File: config.mk
export PLATFORM = sky130hd
export DESIGN_NAME = pipe_ctrl
export DESIGN_NICKNAME = d
export VERILOG_FILES = /design/src/rtl/pipe_ctrl_pkg.sv /design/src/rtl/pipe_wdog.sv /design/src/rtl/pipe_ctrl.sv
export SDC_FILE = /design/constraint.sdc
export NUM_CORES = 1
export LEC_CHECK = 0
export BUFFER_PORTS_ARGS = -buffer_cell sky130_fd_sc_hd__buf_2
export CAP_MARGIN = 5
export CORE_ASPECT_RATIO = 1.5
export CORE_UTILIZATION = 41
export CTS_BUF_LIST = sky130_fd_sc_hd__clkbuf_4 sky130_fd_sc_hd__clkbuf_8 sky130_fd_sc_hd__clkbuf_16
export DETAILED_ROUTE_END_ITERATION = 12
export PLACE_DENSITY = 0.84
export SETUP_SLACK_MARGIN = 0.4
export SLEW_MARGIN = 20
export SYNTH_ARGS = -nofsm -noshare
export SYNTH_HDL_FRONTEND = slang
export SYNTH_SLANG_ARGS = --single-unit
File: constraint.sdc
create_clock -name clk_i -period 3.1 [get_ports clk_i]
set_input_delay 0.155 -clock clk_i [delete_from_list [all_inputs] [get_ports clk_i]]
set_output_delay 0.155 -clock clk_i [all_outputs]
set_load 0.01 [all_outputs]
File: src/rtl/pipe_ctrl_pkg.sv
// Shared definitions for the pipeline stall/flush scheduler: bus width, stage bit
// indices and controller state encodings.
package pipe_ctrl_pkg;

   localparam int unsigned HOLD_W = 5;

   localparam int unsigned HOLD_PC     = 0;
   localparam int unsigned HOLD_MEM_WB = 1;
   localparam int unsigned HOLD_EX_MEM = 2;
   localparam int unsigned HOLD_ID_EX  = 3;
   localparam int unsigned HOLD_IF_ID  = 4;

   typedef enum logic [0:0] {
      StRun     = 1'b0,
      StDivWait = 1'b1
   } ctrl_state_e;

endpackage

File: src/rtl/pipe_wdog.sv
// Wait watchdog: counts consecutive wait cycles and flags expiry on the
// TIMEOUT-th one, clearing itself on expiry, on clr_i or on any idle cycle.
module pipe_wdog #(
   parameter int unsigned CNT_W   = 8,
   parameter int unsigned TIMEOUT = 255
) (
   input  logic             clk_i,
   input  logic             rst_i,
   input  logic             clr_i,
   input  logic             inc_i,
   output logic             expire_o,
   output logic [CNT_W-1:0] cnt_o
);

   logic [CNT_W-1:0] cnt_q, cnt_d;

   always_comb begin
      expire_o = inc_i && !clr_i && (cnt_q == CNT_W'(TIMEOUT - 1));
      cnt_d    = cnt_q;
      if (clr_i || !inc_i || expire_o) begin
         cnt_d = '0;
      end else begin
         cnt_d = cnt_q + 1'b1;
      end
   end

   always_ff @(posedge clk_i) begin
      if (rst_i) begin
         cnt_q <= '0;
      end else begin
         cnt_q <= cnt_d;
      end
   end

   assign cnt_o = cnt_q;

endmodule

File: src/rtl/pipe_ctrl.sv
// Central stall/flush scheduler for the 5-stage pipeline.
// Optional performance counters are enabled by defining PIPE_CTRL_PERF_EN.
module pipe_ctrl
   import pipe_ctrl_pkg::*;
#(
   parameter int unsigned DIV_CYCLES  = 32,
   parameter int unsigned MEM_TIMEOUT = 255,
   parameter int unsigned CNT_W       = 8
) (
   input  logic              clk_i,
   input  logic              rst_i,
   input  logic              ld_use_i,
   input  logic              jump_i,
   input  logic [31:0]       jump_addr_i,
   input  logic              div_start_i,
   input  logic              dmem_req_i,
   input  logic              dmem_ack_i,
   output logic [HOLD_W-1:0] hold_o,
   output logic [HOLD_W-1:0] flush_o,
   output logic              pc_redirect_o,
   output logic [31:0]       redirect_addr_o,
   output logic              div_busy_o,
   output logic              div_done_o,
   output logic              mem_err_o
`ifdef PIPE_CTRL_PERF_EN
   ,
   output logic [31:0]       stall_cycles_o,
   output logic [31:0]       flush_events_o
`endif
);

   localparam int unsigned DivW = (DIV_CYCLES > 2) ? $clog2(DIV_CYCLES) : 1;

   ctrl_state_e      state_q, state_d;
   logic [DivW-1:0]  div_cnt_q, div_cnt_d;
   logic             stall_raw;
   logic             wd_expire;
   logic             stall;
   logic [CNT_W-1:0] wd_cnt;

   assign stall_raw = dmem_req_i && !dmem_ack_i;

   pipe_wdog #(
      .CNT_W  (CNT_W),
      .TIMEOUT(MEM_TIMEOUT)
   ) u_wdog (
      .clk_i   (clk_i),
      .rst_i   (rst_i),
      .clr_i   (1'b0),
      .inc_i   (stall_raw),
      .expire_o(wd_expire),
      .cnt_o   (wd_cnt)
   );

   // The expiring cycle is treated as a non-stall cycle so the pipe drains.
   assign stall      = stall_raw && !wd_expire;
   assign mem_err_o  = wd_expire && !rst_i;
   assign div_busy_o = (state_q == StDivWait) && !rst_i;

   always_comb begin
      hold_o          = '0;
      flush_o         = '0;
      pc_redirect_o   = 1'b0;
      redirect_addr_o = '0;
      div_done_o      = 1'b0;
      state_d         = state_q;
      div_cnt_d       = div_cnt_q;
      if (rst_i) begin
         state_d   = StRun;
         div_cnt_d = '0;
      end else if (stall) begin
         hold_o = '1;
      end else begin
         unique case (state_q)
            StRun: begin
               if (div_start_i) begin
                  state_d   = StDivWait;
                  div_cnt_d = DivW'(DIV_CYCLES - 2);
               end
               if (jump_i) begin
                  pc_redirect_o       = 1'b1;
                  redirect_addr_o     = jump_addr_i;
                  flush_o[HOLD_IF_ID] = 1'b1;
                  flush_o[HOLD_ID_EX] = 1'b1;
               end else if (ld_use_i) begin
                  hold_o[HOLD_PC]     = 1'b1;
                  hold_o[HOLD_IF_ID]  = 1'b1;
                  flush_o[HOLD_ID_EX] = 1'b1;
               end
            end
            StDivWait: begin
               if (div_cnt_q == '0) begin
                  div_done_o = 1'b1;
                  state_d    = StRun;
               end else begin
                  hold_o[HOLD_PC]      = 1'b1;
                  hold_o[HOLD_IF_ID]   = 1'b1;
                  hold_o[HOLD_ID_EX]   = 1'b1;
                  flush_o[HOLD_EX_MEM] = 1'b1;
                  div_cnt_d            = div_cnt_q - 1'b1;
               end
            end
            default: state_d = StRun;
         endcase
      end
   end

   always_ff @(posedge clk_i) begin
      if (rst_i) begin
         state_q   <= StRun;
         div_cnt_q <= '0;
      end else begin
         state_q   <= state_d;
         div_cnt_q <= div_cnt_d;
      end
   end

`ifdef PIPE_CTRL_PERF_EN
   logic [31:0] stall_cycles_q, flush_events_q;

   always_ff @(posedge clk_i) begin
      if (rst_i) begin
         stall_cycles_q <= '0;
         flush_events_q <= '0;
      end else begin
         if (|hold_o)  stall_cycles_q <= stall_cycles_q + 32'd1;
         if (|flush_o) flush_events_q <= flush_events_q + 32'd1;
      end
   end

   assign stall_cycles_o = stall_cycles_q;
   assign flush_events_o = flush_events_q;
`endif

endmodule

==> flow_metrics.py <==
metrics = {
    "setup_path": {
        "critical_path_arrival_ns": 2.09,
        "path_buf_inv": 2,
        "cpPeakStageDelay_ns": 0.78,
        "reg2reg_to": "div_cnt_q[3]$_SDFFE_PP0P_",
        "crit_start": "div_cnt_q[0]$_SDFFE_PP0P_",
        "r2r-start": "div_cnt_q[0]$_SDFFE_PP0P_",
        "crit_chain": "inv_1 > ha_1 > nor4b_1 > nand2_1 > o21ai_0 > a21oi_1 > buf_2",
        "cp-start-kind": "register",
        "rrSetupSlack_ns": 1.14,
        "cp_max_fo": 7,
        "path_depth": 7,
        "crit_family": "simple AND/OR/NAND/NOR gates",
        "critPathSlowestCell": "nor4b_1",
        "critPathKind": "reg -> out",
        "cp-endpoint": "hold_o[0]",
        "worstPathRequired_ns": 2.94,
        "end_kind": "output pin",
        "rr_worst_depth": 6,
    },
    "pwr": {
        "p_leak_nw": 0.772,
        "ir_worst_vdd_mv": 0.190,
        "power_per_cell_area_nw_per_um2": 305,
        "power.total_w": 0.000441,
    },
    "route": {
        "drc": 0,
        "wl_per_cell_um": 10.6,
        "firstDrtPassIters": 4,
        "drt_iter0_markers": 67,
        "vias": 1159,
        "antenna_left": 0,
        "drt-total-wl_mm": 2.50,
        "post_drt_via_cell_ratio": 4.91,
    },
    "synth": {
        "synth_top_area_cell": "dfxtp_1",
        "synth.area.top_cells": "dfxtp_1 (27%), and2_1 (19%), nor2_1 (4.7%), buf_4 (4.3%), ha_1 (3.6%)",
        "synthesis.instances": 136,
        "synth_area_sq_um": 1040,
        "synth_seq_cells": 14,
        "yosysSeqAreaShare_pct": 27.0,
        "syn_area_per_cell_sq_um": 7.64,
        "synth.distinct_cells": 34,
        "yosysWarnings": 0,
        "synth_top_cell_area_share_pct": 27.0,
    },
    "die": {
        "rows": 22,
        "core_area_sq_um": 2420,
        "io_pins": 85,
        "design.die.area_sq_um": 2740,
        "die_h_um": 63.6,
        "fp.dieW_um": 43.1,
        "start_util_pct": 42.9,
    },
    "clocking": {
        "clk_latency_ns": 0.27,
        "clock_path_buffers": 2,
        "cts_resized": 0,
        "cts.hold.buffers_added": 0,
        "h-tree-depth": 1,
        "cts_root_buffer": "clkbuf_4",
        "cts_sinks": 14,
        "clkSlewWorstSetupHoldPaths_ns": 0.08,
        "postCtsSetupBuffers": 0,
        "cts_buffers": 3,
        "cts_tree": "built",
    },
    "cells_and_area": {
        "area_growth_pct": 39.2,
        "finalNonFillerCells": 236,
        "drive_above_1_share_pct": 42.0,
        "insertedDiodeCount": 0,
        "seq_area_sq_um": 280,
        "nets": 256,
        "fill_cells": 225,
        "final_util_pct": 59.7,
        "multi_input_area_sq_um": 668,
    },
    "timing": {
        "period_needed_ns": 2.25,
        "finClkSkew_ns": 0.00282,
        "rsz0062_at_grt": "no",
        "worstMarginPinSlew_ns": 0.954,
        "fmax_mhz": 445,
        "drv_slew": 0,
        "finalHoldViolCount": 0,
        "layout_setup_ws_ns": 0.852,
        "slew_headroom_pct": 35.5,
        "setup_viol": 0,
        "final.setup.tns_ns": 0,
        "post-route-period-util_pct": 72.5,
    },
    "grt": {
        "grt_max_degree": 35,
        "grt_pass1_wl_mm": 3.94,
        "grt_usage_pct": 17.8,
        "antenna_found_initial": 0,
        "overflow": 0,
        "grt_pass1_vias": 988,
    },
    "placement": {
        "placed_cells": 233,
        "dp_hpwl_mm": 2.04,
        "gp_congestion": 0.848,
        "portBuffers": 82,
        "dpl_worst_slack_ns": 1.12,
    },
    "flow_run": {
        "cap_violations": 0,
    },
    "hold_path": {
        "min-delay-path-class": "in -> reg",
    },
    "run_status": {
        "status": "completed",
    },
}
[how the worst min path moves through the flow]
stage / endpoint / cells past startpoint / startpoint
floorplan: div_cnt_q[4]$_SDFFE_PP0P_ / 3 / div_start_i
global placement: u_wdog.cnt_o[0]$_SDFF_PP0_ / 1 / u_wdog.cnt_o[0]$_SDFF_PP0_
detailed placement: u_wdog.cnt_o[0]$_SDFF_PP0_ / 1 / u_wdog.cnt_o[0]$_SDFF_PP0_
CTS: state_q$_SDFFE_PP0N_ / 2 / rst_i
global route: div_cnt_q[2]$_SDFFE_PP0P_ / 2 / rst_i
finish: div_cnt_q[4]$_SDFFE_PP0P_ / 2 / rst_i
[cells by family (layout without fill, tap and decap cells)]
family | after synthesis | in the layout | synth area share (%)
AO/OA/AOI/OAI | 20 | 20 | 13.9
XOR/XNOR | 6 | 6 | 5.06
adder cells (fa/ha/maj) | 3 | 3 | 3.61
buffers and inverters | 18 | 93 | 9.04
flip-flops | 14 | 14 | 27.0
other | 1 | 2 | 0.361
AND/OR/NAND/NOR | 74 | 74 | 41.1
[flip-flops by register name (all words and copies together), names as in the netlist]
name / cells
state_q: 1
u_wdog.cnt_o: 8
div_cnt_q: 5
[synthesized netlist by cell type (all sizes together)]
cell	instances
xnor2	3
xor2	3
o41ai	1
nand3	4
inv	7
o21ai	6
a311oi	1
ha	3
nor4b	2
or3	1
conb	1
a21oi	6
buf	7
o22ai	1
nor3	5
nand2b	2
and2	32
nand2	8
a31oi	2
nor2	13
nand4	2
nand3b	1
clkbuf	4
or4	1
dfxtp	14
a41o	1
nor2b	1
and4	1
nor4	1
a41oi	1
o311a	1
[routing by layer]
metal / track usage (%) / wire length, um
met5: 0 / 0
met1: 21.3 / 1010
met4: 5.68 / 14
met3: 0.860 / 187
met2: 32.6 / 1290
[cells in the final DEF (no fill, tap or decap)]
| master | netlist | layout |
|---|---|---|
| a21oi_1 | 6 | 6 |
| a311oi_1 | 1 | 1 |
| a31oi_1 | 2 | 2 |
| a41o_1 | 1 | 1 |
| a41oi_4 | 1 | 1 |
| and2_1 | 32 | 32 |
| and4_4 | 1 | 1 |
| buf_2 | 1 | 82 |
| buf_4 | 6 | 1 |
| clkbuf_4 | 0 | 3 |
| conb_1 | 1 | 2 |
| dfxtp_1 | 14 | 14 |
| ha_1 | 3 | 3 |
| inv_1 | 7 | 7 |
| nand2_1 | 8 | 8 |
| nand2b_1 | 2 | 2 |
| nand3_1 | 4 | 4 |
| nand3b_1 | 1 | 1 |
| nand4_1 | 2 | 2 |
| nor2_1 | 13 | 13 |
| nor2b_1 | 1 | 1 |
| nor3_1 | 5 | 5 |
| nor4_1 | 1 | 1 |
| nor4b_1 | 1 | 1 |
| nor4b_4 | 1 | 1 |
| o21ai_0 | 6 | 6 |
| o22ai_1 | 1 | 1 |
| o311a_1 | 1 | 1 |
| o41ai_1 | 1 | 1 |
| or3_1 | 1 | 1 |
| or4_1 | 1 | 1 |
| xnor2_1 | 3 | 3 |
| xor2_1 | 3 | 3 |
[stage by stage]
step	hold WS [ns]	area, sq um
2_1_floorplan	0.410	1040
4_1_cts	0.216	1450
3_5_place_dp	0.474	1420
3_3_place_gp	0.456	1420
5_1_grt	0.235	1450
6_report	0.214	1450
[power by group]
group	switching, W	total [W]	internal [W]
sequential	0.0000138	0.000203	0.000189
combinational	0.0000699	0.000136	0.0000656
clock	0.0000575	0.000103	0.0000450
[layout make-up]
cell class | instances | share of cell area, %
multi-input cells | 105 | 46.2
repair buffers | 83 | 28.9
flip-flops and latches | 14 | 19.4
well taps | 24 | 2.08
inverters | 7 | 1.82
clock buffers | 3 | 1.56
(Power assumes the default switching activity.)
